--- config.mk ---
export PLATFORM = sky130hd
export DESIGN_NAME = reset_sequencer
export DESIGN_NICKNAME = d
export VERILOG_FILES = /design/src/rtl/reset_seq_pkg.sv /design/src/rtl/button_debounce.sv /design/src/rtl/reset_sequencer.sv
export SDC_FILE = /design/constraint.sdc
export NUM_CORES = 1
export LEC_CHECK = 0
export ABC_AREA = 0
export CAP_MARGIN = 20
export CORE_MARGIN = 2
export CORE_UTILIZATION = 55
export DETAILED_ROUTE_END_ITERATION = 10
export PLACE_DENSITY = 0.77
export SLEW_MARGIN = 25
export SYNTH_ARGS = -nofsm -noshare
export SYNTH_HDL_FRONTEND = slang
export SYNTH_SLANG_ARGS = --single-unit
export TNS_END_PERCENT = 50
--- constraint.sdc ---
create_clock -name Clk -period 4.43 [get_ports Clk]
set_clock_uncertainty 0.2 [all_clocks]
set_input_delay 0.886 -clock Clk [delete_from_list [all_inputs] [get_ports Clk]]
set_output_delay 0.886 -clock Clk [all_outputs]
set_load 0.02 [all_outputs]
--- src/rtl/reset_seq_pkg.sv ---
// reset_seq_pkg
// Shared definitions for the reset sequencer slice: the sequencer state
// encoding and small width helpers used to size counters from parameters.
package reset_seq_pkg;

  // Sequencer states: button held, minimum hold, staggered release, running.
  typedef enum logic [1:0] {
    ST_ASSERT  = 2'd0,
    ST_HOLD    = 2'd1,
    ST_RELEASE = 2'd2,
    ST_RUN     = 2'd3
  } seq_state_t;

  // $clog2 that never returns zero, so a counter always has at least one bit.
  function automatic int clog2_min1(input int value);
    int w;
    w = $clog2(value);
    return (w < 1) ? 1 : w;
  endfunction

  function automatic int max3(input int a, input int b, input int c);
    int m;
    m = (a > b) ? a : b;
    return (m > c) ? m : c;
  endfunction

endpackage

--- src/rtl/button_debounce.sv ---
// button_debounce
// Synchronises the raw reset button into the Clk domain and filters it so
// the output level only changes after DEBOUNCE_CYCLES consecutive samples
// that disagree with the current filtered level.
//
// Ports:
//   Clk      - system clock, rising edge
//   Reset    - synchronous active-high clear of synchroniser and filter
//   BTNS     - raw asynchronous button, active-high
//   filtered - debounced button level
module button_debounce #(
  parameter int SYNC_STAGES     = 2,
  parameter int DEBOUNCE_CYCLES = 8
) (
  input  logic Clk,
  input  logic Reset,
  input  logic BTNS,
  output logic filtered
);
  import reset_seq_pkg::*;

  localparam int CW = clog2_min1(DEBOUNCE_CYCLES);

  // Power-up values let the block come out of configuration quiet.
  logic [SYNC_STAGES-1:0] sync_q = '0;
  logic [SYNC_STAGES-1:0] sync_d;
  logic                   filt_q = 1'b0;
  logic                   filt_d;
  logic [CW-1:0]          cnt_q  = '0;
  logic [CW-1:0]          cnt_d;
  logic                   synced;

  assign synced   = sync_q[SYNC_STAGES-1];
  assign filtered = filt_q;

  // Shift the button into the synchroniser chain; count consecutive
  // disagreements and flip the filtered level on the last one. Any
  // agreement clears the count, so glitches never accumulate.
  always_comb begin
    sync_d = {sync_q[SYNC_STAGES-2:0], BTNS};
    filt_d = filt_q;
    cnt_d  = '0;
    if (synced != filt_q) begin
      if (cnt_q == CW'(DEBOUNCE_CYCLES - 1)) begin
        filt_d = ~filt_q;
        cnt_d  = '0;
      end else begin
        cnt_d = cnt_q + CW'(1);
      end
    end
  end

  always_ff @(posedge Clk) begin
    if (Reset) begin
      sync_q <= '0;
      filt_q <= 1'b0;
      cnt_q  <= '0;
    end else begin
      sync_q <= sync_d;
      filt_q <= filt_d;
      cnt_q  <= cnt_d;
    end
  end

endmodule

--- src/rtl/reset_sequencer.sv ---
// reset_sequencer
// Generates CHANNELS per-domain resets that assert together and release one
// at a time (bit 0 first) after a minimum hold, with STAGGER_CYCLES between
// releases. Causes: block Reset, debounced button, one-cycle software request.
//
// Ports:
//   Clk       - system clock, rising edge
//   Reset     - synchronous active-high block reset, highest priority
//   BTNS      - raw asynchronous reset button, active-high
//   Sw_Req    - single-cycle software reset request, active-high
//   Reset_Out - per-domain resets, active-high
//   Ready     - high once every Reset_Out bit is released
module reset_sequencer #(
  parameter int CHANNELS        = 4,
  parameter int SYNC_STAGES     = 2,
  parameter int DEBOUNCE_CYCLES = 8,
  parameter int HOLD_CYCLES     = 8,
  parameter int STAGGER_CYCLES  = 4
) (
  input  logic                Clk,
  input  logic                Reset,
  input  logic                BTNS,
  input  logic                Sw_Req,
  output logic [CHANNELS-1:0] Reset_Out,
  output logic                Ready
);
  import reset_seq_pkg::*;

  localparam int CW = clog2_min1(max3(HOLD_CYCLES, STAGGER_CYCLES, DEBOUNCE_CYCLES));
  localparam int IW = clog2_min1(CHANNELS);

  // Power-up values make the block self-sequence without a Reset pulse.
  seq_state_t          state_q = ST_HOLD;
  seq_state_t          state_d;
  logic [CW-1:0]       cnt_q   = '0;
  logic [CW-1:0]       cnt_d;
  logic [IW-1:0]       idx_q   = '0;
  logic [IW-1:0]       idx_d;
  logic [CHANNELS-1:0] out_q   = '1;
  logic [CHANNELS-1:0] out_d;
  logic                ready_q = 1'b0;
  logic                ready_d;
  logic                filtered;

  button_debounce #(
    .SYNC_STAGES    (SYNC_STAGES),
    .DEBOUNCE_CYCLES(DEBOUNCE_CYCLES)
  ) u_debounce (
    .Clk     (Clk),
    .Reset   (Reset),
    .BTNS    (BTNS),
    .filtered(filtered)
  );

  assign Reset_Out = out_q;
  assign Ready     = ready_q;

  // Next-state logic. The button overrides everything, then the software
  // request (ignored while the button holds ASSERT), then normal sequencing.
  // Counters always clear at their terminal value so they never wrap.
  always_comb begin
    state_d = state_q;
    cnt_d   = cnt_q;
    idx_d   = idx_q;
    out_d   = out_q;
    ready_d = ready_q;

    if (filtered) begin
      state_d = ST_ASSERT;
      out_d   = '1;
      ready_d = 1'b0;
      cnt_d   = '0;
      idx_d   = '0;
    end else if (Sw_Req && (state_q != ST_ASSERT)) begin
      state_d = ST_HOLD;
      out_d   = '1;
      ready_d = 1'b0;
      cnt_d   = '0;
      idx_d   = '0;
    end else begin
      case (state_q)
        ST_ASSERT: begin
          state_d = ST_HOLD;
          cnt_d   = '0;
        end
        ST_HOLD: begin
          if (cnt_q == CW'(HOLD_CYCLES - 1)) begin
            out_d[0] = 1'b0;
            cnt_d    = '0;
            // A single domain finishes on its own release edge.
            if (CHANNELS == 1) begin
              state_d = ST_RUN;
              ready_d = 1'b1;
            end else begin
              idx_d   = IW'(1);
              state_d = ST_RELEASE;
            end
          end else begin
            cnt_d = cnt_q + CW'(1);
          end
        end
        ST_RELEASE: begin
          if (cnt_q == CW'(STAGGER_CYCLES - 1)) begin
            for (int k = 0; k < CHANNELS; k++) begin
              if (idx_q == IW'(k)) begin
                out_d[k] = 1'b0;
              end
            end
            cnt_d = '0;
            if (idx_q == IW'(CHANNELS - 1)) begin
              state_d = ST_RUN;
              ready_d = 1'b1;
            end else begin
              idx_d = idx_q + IW'(1);
            end
          end else begin
            cnt_d = cnt_q + CW'(1);
          end
        end
        ST_RUN: begin
          out_d   = '0;
          ready_d = 1'b1;
        end
        default: begin
          state_d = ST_HOLD;
          cnt_d   = '0;
        end
      endcase
    end
  end

  always_ff @(posedge Clk) begin
    if (Reset) begin
      state_q <= ST_HOLD;
      cnt_q   <= '0;
      idx_q   <= '0;
      out_q   <= '1;
      ready_q <= 1'b0;
    end else begin
      state_q <= state_d;
      cnt_q   <= cnt_d;
      idx_q   <= idx_d;
      out_q   <= out_d;
      ready_q <= ready_d;
    end
  end

endmodule

==> results_tabular.tex <==
\begin{tabular}{lr}
\hline
Metric & Value \\
\hline
\multicolumn{2}{l}{\textbf{Status}} \\
\quad Status & complete, no violations \\
\multicolumn{2}{l}{\textbf{Pwr}} \\
\quad Net switching share of the total power & 0.351 \\
\quad Share of power burned in the clock network & 0.216 \\
\quad Sequential group share of total power & 0.413 \\
\quad Share of power burned in combinational logic & 0.371 \\
\quad Total power density per cell area & between 400 and 500 nW/um\^{}2 \\
\quad Cell internal pwr & 0.314 mW \\
\quad Switching component of the power & 0.170 mW \\
\quad Total power draw & 0.484 mW \\
\quad Total leakage power & 0.464 nW \\
\quad Worst IR Drop VDD & between 200 and 300 uV \\
\multicolumn{2}{l}{\textbf{Detailed routing}} \\
\quad Antenna-violating nets left & 0 \\
\quad DRC viols & 0 \\
\quad Count of TritonRoute iterations in the first routing pass & 6 \\
\quad DR vias/cell & between 5 and 6 \\
\quad Wire length per cell after detailed routing & roughly 14 um \\
\quad WL final & 1.84 mm \\
\quad Vias & a little under 800 \\
\quad Drt initial violations & 16 \\
\multicolumn{2}{l}{\textbf{Clocking}} \\
\quad Worst-skew pair later-pin latency & around 0.30 ns \\
\quad Total clock buffers created by CTS & 3 \\
\quad Clock tree from TritonCTS & done \\
\quad Library cell used as clock root buffer & sky130\_fd\_sc\_hd\_\_clkbuf\_4 \\
\quad Clk buf depth & 2 \\
\quad Post-CTS setup buffer count & 0 \\
\quad Clock sink count & 18 \\
\quad Clock slew at the register clock pins of the worst setup and hold paths & roughly 0.11 ns \\
\quad H-Tree Depth & 1 \\
\quad Post-CTS resize count & 0 \\
\quad Hold buffers post-CTS & 0 \\
\multicolumn{2}{l}{\textbf{Logic synthesis}} \\
\quad Unique masters post-synth & 31 \\
\quad Avg Cell Area, Syn & 8.95 um\^{}2 \\
\quad Fraction of post-synthesis cell area in the top cell type by area & 0.369 \\
\quad Number of enable flip-flop cells after synthesis & 0 \\
\quad Cell accounting for the most synthesized area & sky130\_fd\_sc\_hd\_\_dfxtp\_1 \\
\quad Number of standard cells after synthesis & 109 \\
\quad Area of the mapped netlist & 976 um\^{}2 \\
\quad Sequential share of the synthesized area & 0.369 \\
\quad Post-synth ARST share & 0 \\
\quad Top cells by area, synth & sky130\_fd\_sc\_hd\_\_dfxtp\_1, sky130\_fd\_sc\_hd\_\_ha\_1, sky130\_fd\_sc\_hd\_\_nand2\_1, sky130\_fd\_sc\_hd\_\_a21oi\_1, sky130\_fd\_sc\_hd\_\_mux2i\_1 \\
\quad Flip-flop cell with the highest count after synthesis & sky130\_fd\_sc\_hd\_\_dfxtp\_1 \\
\quad FF+latch count, synth & 18 \\
\quad Net count after synthesis & roughly 130 \\
\quad Number of warnings reported in the yosys synthesis log & 0 \\
\multicolumn{2}{l}{\textbf{Worst setup path}} \\
\quad Launch instance of the worst register-to-register path & state\_q[1] \\
\quad Req. time, crit path & 3.34 ns \\
\quad Biggest fanout along the worst timing path & 2 \\
\quad Reg2reg setup slack & 2.43 ns \\
\quad Critical path destination & Reset\_Out[1] \\
\quad Slowest cell delay on critical path & slightly above 0.6 ns \\
\quad Cell depth of the worst flop-to-flop path & 5 \\
\quad Crit Reg-Reg Endpoint & idx\_q[1] \\
\quad Worst EP arrival & around 1.3 ns \\
\quad Sequence of cells on the critical path & clkdlybuf4s50\_1 \\
\quad Critical path buffers and inverters & 1 \\
\quad Family with the most delay on the worst path & buffers and inverters \\
\quad CP Class & reg -> out \\
\quad Critical path origin & Reset\_Out[1] \\
\quad Crit path depth & 1 \\
\quad Kind of start point of the critical path & flip-flop \\
\quad Slowest cell on crit path & sky130\_fd\_sc\_hd\_\_clkdlybuf4s50\_1 \\
\quad Crit path capture type & primary output \\
\multicolumn{2}{l}{\textbf{Floorplan}} \\
\quad DIE HEIGHT & approximately 46 um \\
\quad Die width & 46.1 um \\
\quad I/O Pins & 9 \\
\quad Starting density of the core & 0.578 \\
\quad Die area & $\sim$2100 um\^{}2 \\
\quad Number of cell rows & 15 \\
\quad Core footprint & approximately 1700 um\^{}2 \\
\multicolumn{2}{l}{\textbf{STA}} \\
\quad Endpoints failing setup & 0 \\
\quad Min Tclk post-route & $\sim$2.3 ns \\
\quad Worst Hold Slack & 0.237 ns \\
\quad Final Max Tran Viols & 0 \\
\quad Tightest slew margin relative to the limit & 0.703 \\
\quad Period Utilization, post-route & 0.530 \\
\quad Final hold violation count & 0 \\
\quad Least-Margin Pin Slew & between 0.4 and 0.5 ns \\
\quad Unrepaired setup endpoints after global routing & no \\
\quad F\_max & approximately 430 MHz \\
\quad Setup Total Neg Slack & 0 ns \\
\multicolumn{2}{l}{\textbf{Cells and area}} \\
\quad Final-stage net count & 138 \\
\quad Leading cell type in the layout, fill and taps excluded & sky130\_fd\_sc\_hd\_\_dfxtp\_1 \\
\quad Fraction of final layout cells with drive strength greater than 1 & 0.0672 \\
\quad Most used cells in the layout excluding fill and tap cells & sky130\_fd\_sc\_hd\_\_dfxtp\_1, sky130\_fd\_sc\_hd\_\_ha\_1, sky130\_fd\_sc\_hd\_\_nand2\_1 \\
\quad Ant diodes & 0 \\
\quad Final cell count without fillers & 136 \\
\quad Area growth from synthesis to layout & 13.3\% \\
\multicolumn{2}{l}{\textbf{Global routing}} \\
\quad Total routing usage reported by global routing & 0.204 \\
\quad Grt total ovfl & 0 \\
\quad Global-route wire length before repair & 2.99 mm \\
\quad Vias in the first global route & slightly below 700 \\
\quad Largest net degree at the start of global routing & 11 \\
\quad Initial antenna violation count & 0 \\
\multicolumn{2}{l}{\textbf{Placement}} \\
\quad Half-perimeter wire length of the detailed placement result & $\sim$1.3 mm \\
\quad Cell count after placement & around 130 \\
\quad Number of port buffers & 8 \\
\quad Routability cong. & about 0.84 \\
\multicolumn{2}{l}{\textbf{Run}} \\
\quad Reported max-cap violation count & 0 \\
\multicolumn{2}{l}{\textbf{Worst hold path}} \\
\quad Hold WC Path Type & reg -> reg \\
\hline
\end{tabular}
## metal layers
| metal | vias up | GRT usage | wire (um) |
|---|---|---|---|
| li1 | 399 | - | - |
| met1 | 365 | 0.236 | 830 |
| met2 | 11 | 0.344 | 911 |
| met3 | 4 | 0.0392 | 51 |
| met4 | 0 | 0.120 | 45 |
| met5 | - | 0 | 0 |
## synth_stat cells (3+ instances only)
library cell               number
sky130_fd_sc_hd__a21oi_1        6
sky130_fd_sc_hd__dfxtp_1       18
sky130_fd_sc_hd__ha_1          14
sky130_fd_sc_hd__inv_1          8
sky130_fd_sc_hd__mux2i_1        3
sky130_fd_sc_hd__nand2_1       13
sky130_fd_sc_hd__nand3_1        5
sky130_fd_sc_hd__nand3b_1       3
sky130_fd_sc_hd__nor2_1         5
sky130_fd_sc_hd__nor2b_1        4
sky130_fd_sc_hd__or3_1          3
## through the flow
step / worst slack (ns) / cell area, um^2 / util
floorplan: 2.51 / 976 / -
global placement: 1.99 / 1070 / 0.633
detailed placement: 1.93 / 1070 / 0.633
CTS: 2.07 / 1110 / 0.655
global route: 2.02 / 1110 / 0.655
finish: 2.08 / 1110 / 0.655
## flip-flops by register name, indices dropped and copies added (netlist names)
| signal | flops |
|---|---|
| state_q | 2 |
| Reset_Out | 4 |
| u_debounce.sync_q | 2 |
| cnt_q | 3 |
| u_debounce.filtered | 1 |
| idx_q | 2 |
| Ready | 1 |
| u_debounce.cnt_q | 3 |
## worst min-delay path by stage
| stage | cells after the start | end | from |
|---|---|---|---|
| 3_5_place_dp | 1 | u_debounce.cnt_q[0] | u_debounce.cnt_q[0] |
| 2_1_floorplan | 1 | u_debounce.cnt_q[0] | u_debounce.cnt_q[0] |
| 3_3_place_gp | 1 | u_debounce.sync_q[1] | u_debounce.sync_q[0] |
| 6_report | 1 | u_debounce.cnt_q[0] | u_debounce.cnt_q[0] |
| 4_1_cts | 1 | u_debounce.cnt_q[0] | u_debounce.cnt_q[0] |
| 5_1_grt | 1 | u_debounce.cnt_q[0] | u_debounce.cnt_q[0] |
## cell type report
type	instances	area (um^2)
clock buffers	4	36.3
multi-input cells	80	574
repair buffers	8	80.1
well taps	17	21.3
inverters	9	33.8
flip-flops and latches	18	360
fillers	146	583
## cells by family after synthesis
group | Yosys count | share of synthesized area
compound gates | 18 | 0.119
xor+xnor | 1 | 0.00898
fa+ha+maj | 14 | 0.179
buf+inv | 11 | 0.0423
flops | 18 | 0.369
mux | 4 | 0.0423
simple gates | 43 | 0.238
## power groups by stage
stage               combinational [mW]  clock (mW)  sequential, mW
CTS                              0.180       0.104           0.200
finish                           0.179       0.104           0.200
global placement                 0.172           0           0.202
detailed placement               0.180           0           0.203
global route                     0.200       0.114           0.203
floorplan                        0.124           0           0.208
(Power assumes the default switching activity.)
